`src/rtl/nibble_serial_subtractor.sv`:
```
// 16-bit subtractor computing A-B one nibble per clock with lookahead carry.
// Flags and difference update together on the completion edge.
module nibble_serial_subtractor (
    input  logic        Clk,
    input  logic        Reset_n,
    input  logic        Start,
    input  logic [15:0] A,
    input  logic [15:0] B,
    output logic [15:0] D,
    output logic        Bout,
    output logic        V,
    output logic        N,
    output logic        Z,
    output logic        Busy,
    output logic        Done
);

    typedef enum logic [1:0] {
        IDLE = 2'd0,
        RUN  = 2'd1,
        DONE = 2'd2
    } state_t;

    state_t      state;
    state_t      state_nxt;
    logic [15:0] a_q;
    logic [15:0] b_q;
    logic [15:0] res_q;
    logic [1:0]  idx;
    logic        carry;

    logic        accept;
    logic        last;
    logic [3:0]  an;
    logic [3:0]  bn;
    logic [3:0]  p;
    logic [3:0]  g;
    logic [3:0]  sum;
    logic        c1;
    logic        c2;
    logic        c3;
    logic        gg;
    logic        gp;
    logic        cout;
    logic [15:0] d_fin;

    // DONE exits on its edge, so a Start seen there begins the next operation
    assign accept = Start && (state == IDLE || state == DONE);
    assign last   = (state == RUN) && (idx == 2'd3);

    assign an = a_q[{idx, 2'b00} +: 4];
    assign bn = ~b_q[{idx, 2'b00} +: 4];
    assign p  = an ^ bn;
    assign g  = an & bn;

    assign c1 = g[0] | (p[0] & carry);
    assign c2 = g[1] | (p[1] & g[0]) | (p[1] & p[0] & carry);
    assign c3 = g[2] | (p[2] & g[1]) | (p[2] & p[1] & g[0])
              | (p[2] & p[1] & p[0] & carry);
    assign gg = g[3] | (p[3] & g[2]) | (p[3] & p[2] & g[1])
              | (p[3] & p[2] & p[1] & g[0]);
    assign gp   = &p;
    assign cout = gg | (gp & carry);
    assign sum  = p ^ {c3, c2, c1, carry};

    assign d_fin = {sum, res_q[11:0]};

    always_ff @(posedge Clk) begin
        if (!Reset_n) begin
            state <= IDLE;
        end else begin
            state <= state_nxt;
        end
    end

    always_comb begin
        state_nxt = state;
        unique case (state)
            IDLE:    if (Start) state_nxt = RUN;
            RUN:     if (idx == 2'd3) state_nxt = DONE;
            DONE:    state_nxt = Start ? RUN : IDLE;
            default: state_nxt = IDLE;
        endcase
    end

    always_ff @(posedge Clk) begin
        if (!Reset_n) begin
            a_q   <= '0;
            b_q   <= '0;
            res_q <= '0;
            idx   <= '0;
            carry <= 1'b0;
            D     <= '0;
            Bout  <= 1'b0;
            V     <= 1'b0;
            N     <= 1'b0;
            Z     <= 1'b1;
        end else if (accept) begin
            a_q   <= A;
            b_q   <= B;
            idx   <= 2'd0;
            carry <= 1'b1;
        end else if (state == RUN) begin
            res_q[{idx, 2'b00} +: 4] <= sum;
            carry <= cout;
            idx   <= idx + 2'd1;
            if (last) begin
                D    <= d_fin;
                Bout <= ~cout;
                V    <= (a_q[15] != b_q[15]) && (d_fin[15] != a_q[15]);
                N    <= d_fin[15];
                Z    <= (d_fin == 16'd0);
            end
        end
    end

    assign Busy = (state == RUN);
    assign Done = (state == DONE);

endmodule
```
`config.mk`:
```
export PLATFORM = sky130hd
export DESIGN_NAME = nibble_serial_subtractor
export DESIGN_NICKNAME = d
export VERILOG_FILES = /design/src/rtl/nibble_serial_subtractor.sv
export SDC_FILE = /design/constraint.sdc
export NUM_CORES = 1
export LEC_CHECK = 0
export ABC_AREA = 1
export CORE_ASPECT_RATIO = 1.5
export CORE_MARGIN = 2
export CORE_UTILIZATION = 30
export CTS_CLUSTER_DIAMETER = 30
export DETAILED_ROUTE_END_ITERATION = 12
export GPL_TIMING_DRIVEN = 0
export REMOVE_ABC_BUFFERS = 1
export SETUP_SLACK_MARGIN = 0.1
export SLEW_MARGIN = 15
export SYNTH_ARGS = -nofsm -noshare
export SYNTH_HDL_FRONTEND = slang
export SYNTH_SLANG_ARGS = --single-unit
export TNS_END_PERCENT = 20
```
`constraint.sdc`:
```
create_clock -name Clk -period 3.6 [get_ports Clk]
set_clock_uncertainty 0.05 [all_clocks]
set_input_delay 0.36 -clock Clk [delete_from_list [all_inputs] [get_ports Clk]]
set_output_delay 0.36 -clock Clk [all_outputs]
set_load 0.005 [all_outputs]
```
==> impl_metrics.json <==
{
  "timing.hold.ws_ns": 0.412,
  "cts-root-to-sink-buffers": 2,
  "grt_use_total_pct": 13.6,
  "fin_crit_sh_pct": 87.8,
  "first_pass_grt_wire_length_mm": 11.7,
  "crit_path_cell_trace": "inv_1 > o21ai_0 > o22ai_1 > ha_1 > or2_0 > nand2_1 > nand3_1 > nand2_1 > nand2_1 > o211ai_1 > inv_1",
  "timing.critical_path.slowest_stage_cell": "dfxtp_1",
  "post_cts_buffers": 0,
  "first_global_vias": 2626,
  "maximum_number_of_pins_on_one_net_before_global_route_repair": 42,
  "yosysTopAreaCell": "dfxtp_1",
  "cts.reportedPaths.clkPinSlew_ns": 0.05,
  "fmaxAchievable_ghz": 0.316,
  "synthesis.instances": 403,
  "antenna_cells": 0,
  "tritoncts": "yes",
  "cp-start-kind": "flip-flop",
  "globalRouteOverflowTotal": 0,
  "nNetsFinal": 494,
  "yosysTopAreaCellShare_pct": 45.2,
  "relSlewSlack_pct": 39.0,
  "final-hold-violation-count": 0,
  "ys_types": 35,
  "leakagePower_nw": 1.55,
  "syn_area_per_cell_um2": 7.47,
  "initial_utilization_pct": 30.9,
  "power.density_cell_area_nw_per_um2": 515,
  "timing.final.max_slew_violations": 0,
  "die_x_um": 85.8,
  "critPathBufInv": 2,
  "drc_errors": 4,
  "number_of_input_and_output_port_buffers_inserted": 56,
  "clock_insertion_delay_worst_skew_ns": 0.33,
  "worstMarginPinSlew_ns": 0.913,
  "detailroute.via_count": 2668,
  "dieHeight_um": 127,
  "setup-tns-final_ns": 0,
  "ratio_of_routed_vias_to_standard_cells": 4.71,
  "drt_pre_antenna_iters": 8,
  "max-cap-violations": 0,
  "max-vdd-ir-drop_uv": 259,
  "crit_arrival_ns": 3.33,
  "syn_to_final_growth_pct": 29.1,
  "drt-wirelength-per-cell_um": 12.2,
  "final_util_pct": 39.9,
  "drt-initial-drc-count": 99,
  "grt_setup_unrepaired": "no",
  "design.die.area_um2": 10900,
  "drive_gt1_share_pct": 5.75,
  "postSynthRegisterBits": 68,
  "violations": "DRC",
  "numClockSinks": 68,
  "cts_made_buffers": 9,
  "synth-warning-count": 0,
  "yosysSeqAreaShare_pct": 45.2,
  "outcome": "complete, but fails checks",
  "place.gp.congestion": 0.819,
  "timing.hold.worst.class": "reg2reg",
  "totalPowerFinal_mw": 2.00,
  "crit_path_frequent_cell": "nand2_1",
  "cts-htree-levels": 3,
  "critical_path.max_stage_delay_ns": 0.81,
  "fillerInstances": 1007,
  "mappedNetlistArea_um2": 3010,
  "report.final.setup_viol": 0,
  "cp_max_fo": 22,
  "synth_top_cells_by_area": "dfxtp_1, nor2_1, nand2_1",
  "postRouteAntennaNets": 0,
  "timing.final.crit_period_ns": 3.16,
  "post_cts_hold_buffer_count": 0,
  "route.final.wire_length_mm": 6.93,
  "cts.repair.resized": 0,
  "initial_antenna_violation_count": 0,
  "cp-end-kind": "flip-flop",
  "core_outline_area_um2": 9740,
  "std_cell_rows": 44,
  "pin_count": 57,
  "cpLargestDelayFamily": "flip-flops",
  "ctsRootBufferMaster": "clkbuf_16",
  "crit_type": "reg2reg",
  "cp_data_required_time_ns": 3.77,
  "dp.final_hpwl_mm": 4.84
}
## area by class of cell
class	count	area, µm²	area share (%)
flip-flops and latches	68	1360	35.0
multi-input cells	290	1440	37.1
clock buffers	12	256	6.60
repair buffers	56	556	14.3
clock inverters	2	35.0	0.901
well taps	115	144	3.70
inverters	24	91.3	2.35
## final timing paths
path | slack (ns) | endpoint | cells past startpoint | start
worst min-delay path | 0.41 | D[2] | 2 | D[2]
worst max register to register | 0.44 | D[15] | 11 | idx[0]
worst max-delay path | 0.44 | D[15] | 11 | idx[0]
worst min register to register | 0.41 | D[2] | 2 | D[2]
## cells by family (layout without fill, tap and decap cells)
family | count (synthesis) | in the layout | synth area share [%]
and+or+nand+nor | 187 | 187 | 26.8
AOI/OAI and AO/OA | 92 | 92 | 16.5
DFF | 68 | 68 | 45.2
buffers and inverters | 45 | 94 | 6.85
adders and majority gates | 10 | 10 | 4.40
xor gates and xnor gates | 1 | 1 | 0.291
## state kept, by name, summed over array words and instances, names as in the netlist
signal / count
D: 16
a_q: 16
b_q: 16
res_q: 12
idx: 2
state: 2
Bout: 1
V: 1
Z: 1
carry: 1
## synth_stat cells
library cell	number
buf_4	4
clkbuf_1	8
buf_1	2
nor2_1	84
buf_2	5
nand3_1	10
clkinv_1	1
dfxtp_1	68
or2_0	1
a21oi_1	34
o21ai_0	43
nand4_1	5
o22ai_1	3
nand2_2	2
nor2_2	1
o21ai_1	2
a32o_1	2
nor2_4	2
a211oi_1	1
inv_2	1
ha_1	9
nor3_1	4
nor4_1	1
a22oi_1	2
buf_6	2
nor2_8	1
nand2_4	4
o211ai_1	2
a32oi_1	2
inv_1	21
o21a_1	1
fa_1	1
nand2_1	72
xnor2_1	1
clkinv_2	1
## routing by layer
layer | wire [µm] | global-route usage (%)
met1 | 2930 | 14.6
met2 | 3600 | 24.8
met3 | 276 | 3.71
met4 | 117 | 5.23
met5 | 0 | 0
## per-stage QoR
stage	cell area, µm²	cells	setup WS [ns]
after floorplan	2900	382	1.15
after global placement	3600	553	0.283
after global routing	3890	567	0.108
final	3890	567	0.438
after detailed placement	3600	553	0.416
after CTS	3890	567	0.400
## tightest hold or removal path: stages, from the launching register on
cell and delay, ns:
dfxtp_1 0.30, nand2_1 0.06, a21oi_1 0.05
## report_power, final
group	switching, mW	internal, mW	total (mW)
Sequential	0.0263	0.794	0.820
Clock	0.296	0.564	0.860
Combinational	0.196	0.127	0.323
Total	0.518	1.49	2.00
## cells in the final DEF, fill, tap and decap left out, types with 2 or more instances in the layout
cell type	instances
o211ai_1	2
nor2_4	2
o22ai_1	3
o21ai_1	2
nand4_1	5
o21ai_0	43
clkbuf_8	2
a22oi_1	2
nand2_2	2
nand2_4	4
dfxtp_1	68
clkdlybuf4s50_1	55
nand2_1	72
ha_1	9
clkbuf_16	9
inv_1	21
nand3_1	10
a32o_1	2
a21oi_1	34
a32oi_1	2
nor2_1	84
clkinv_2	2
nor3_1	4
No activity file was read; power rests on OpenSTA's default activity.
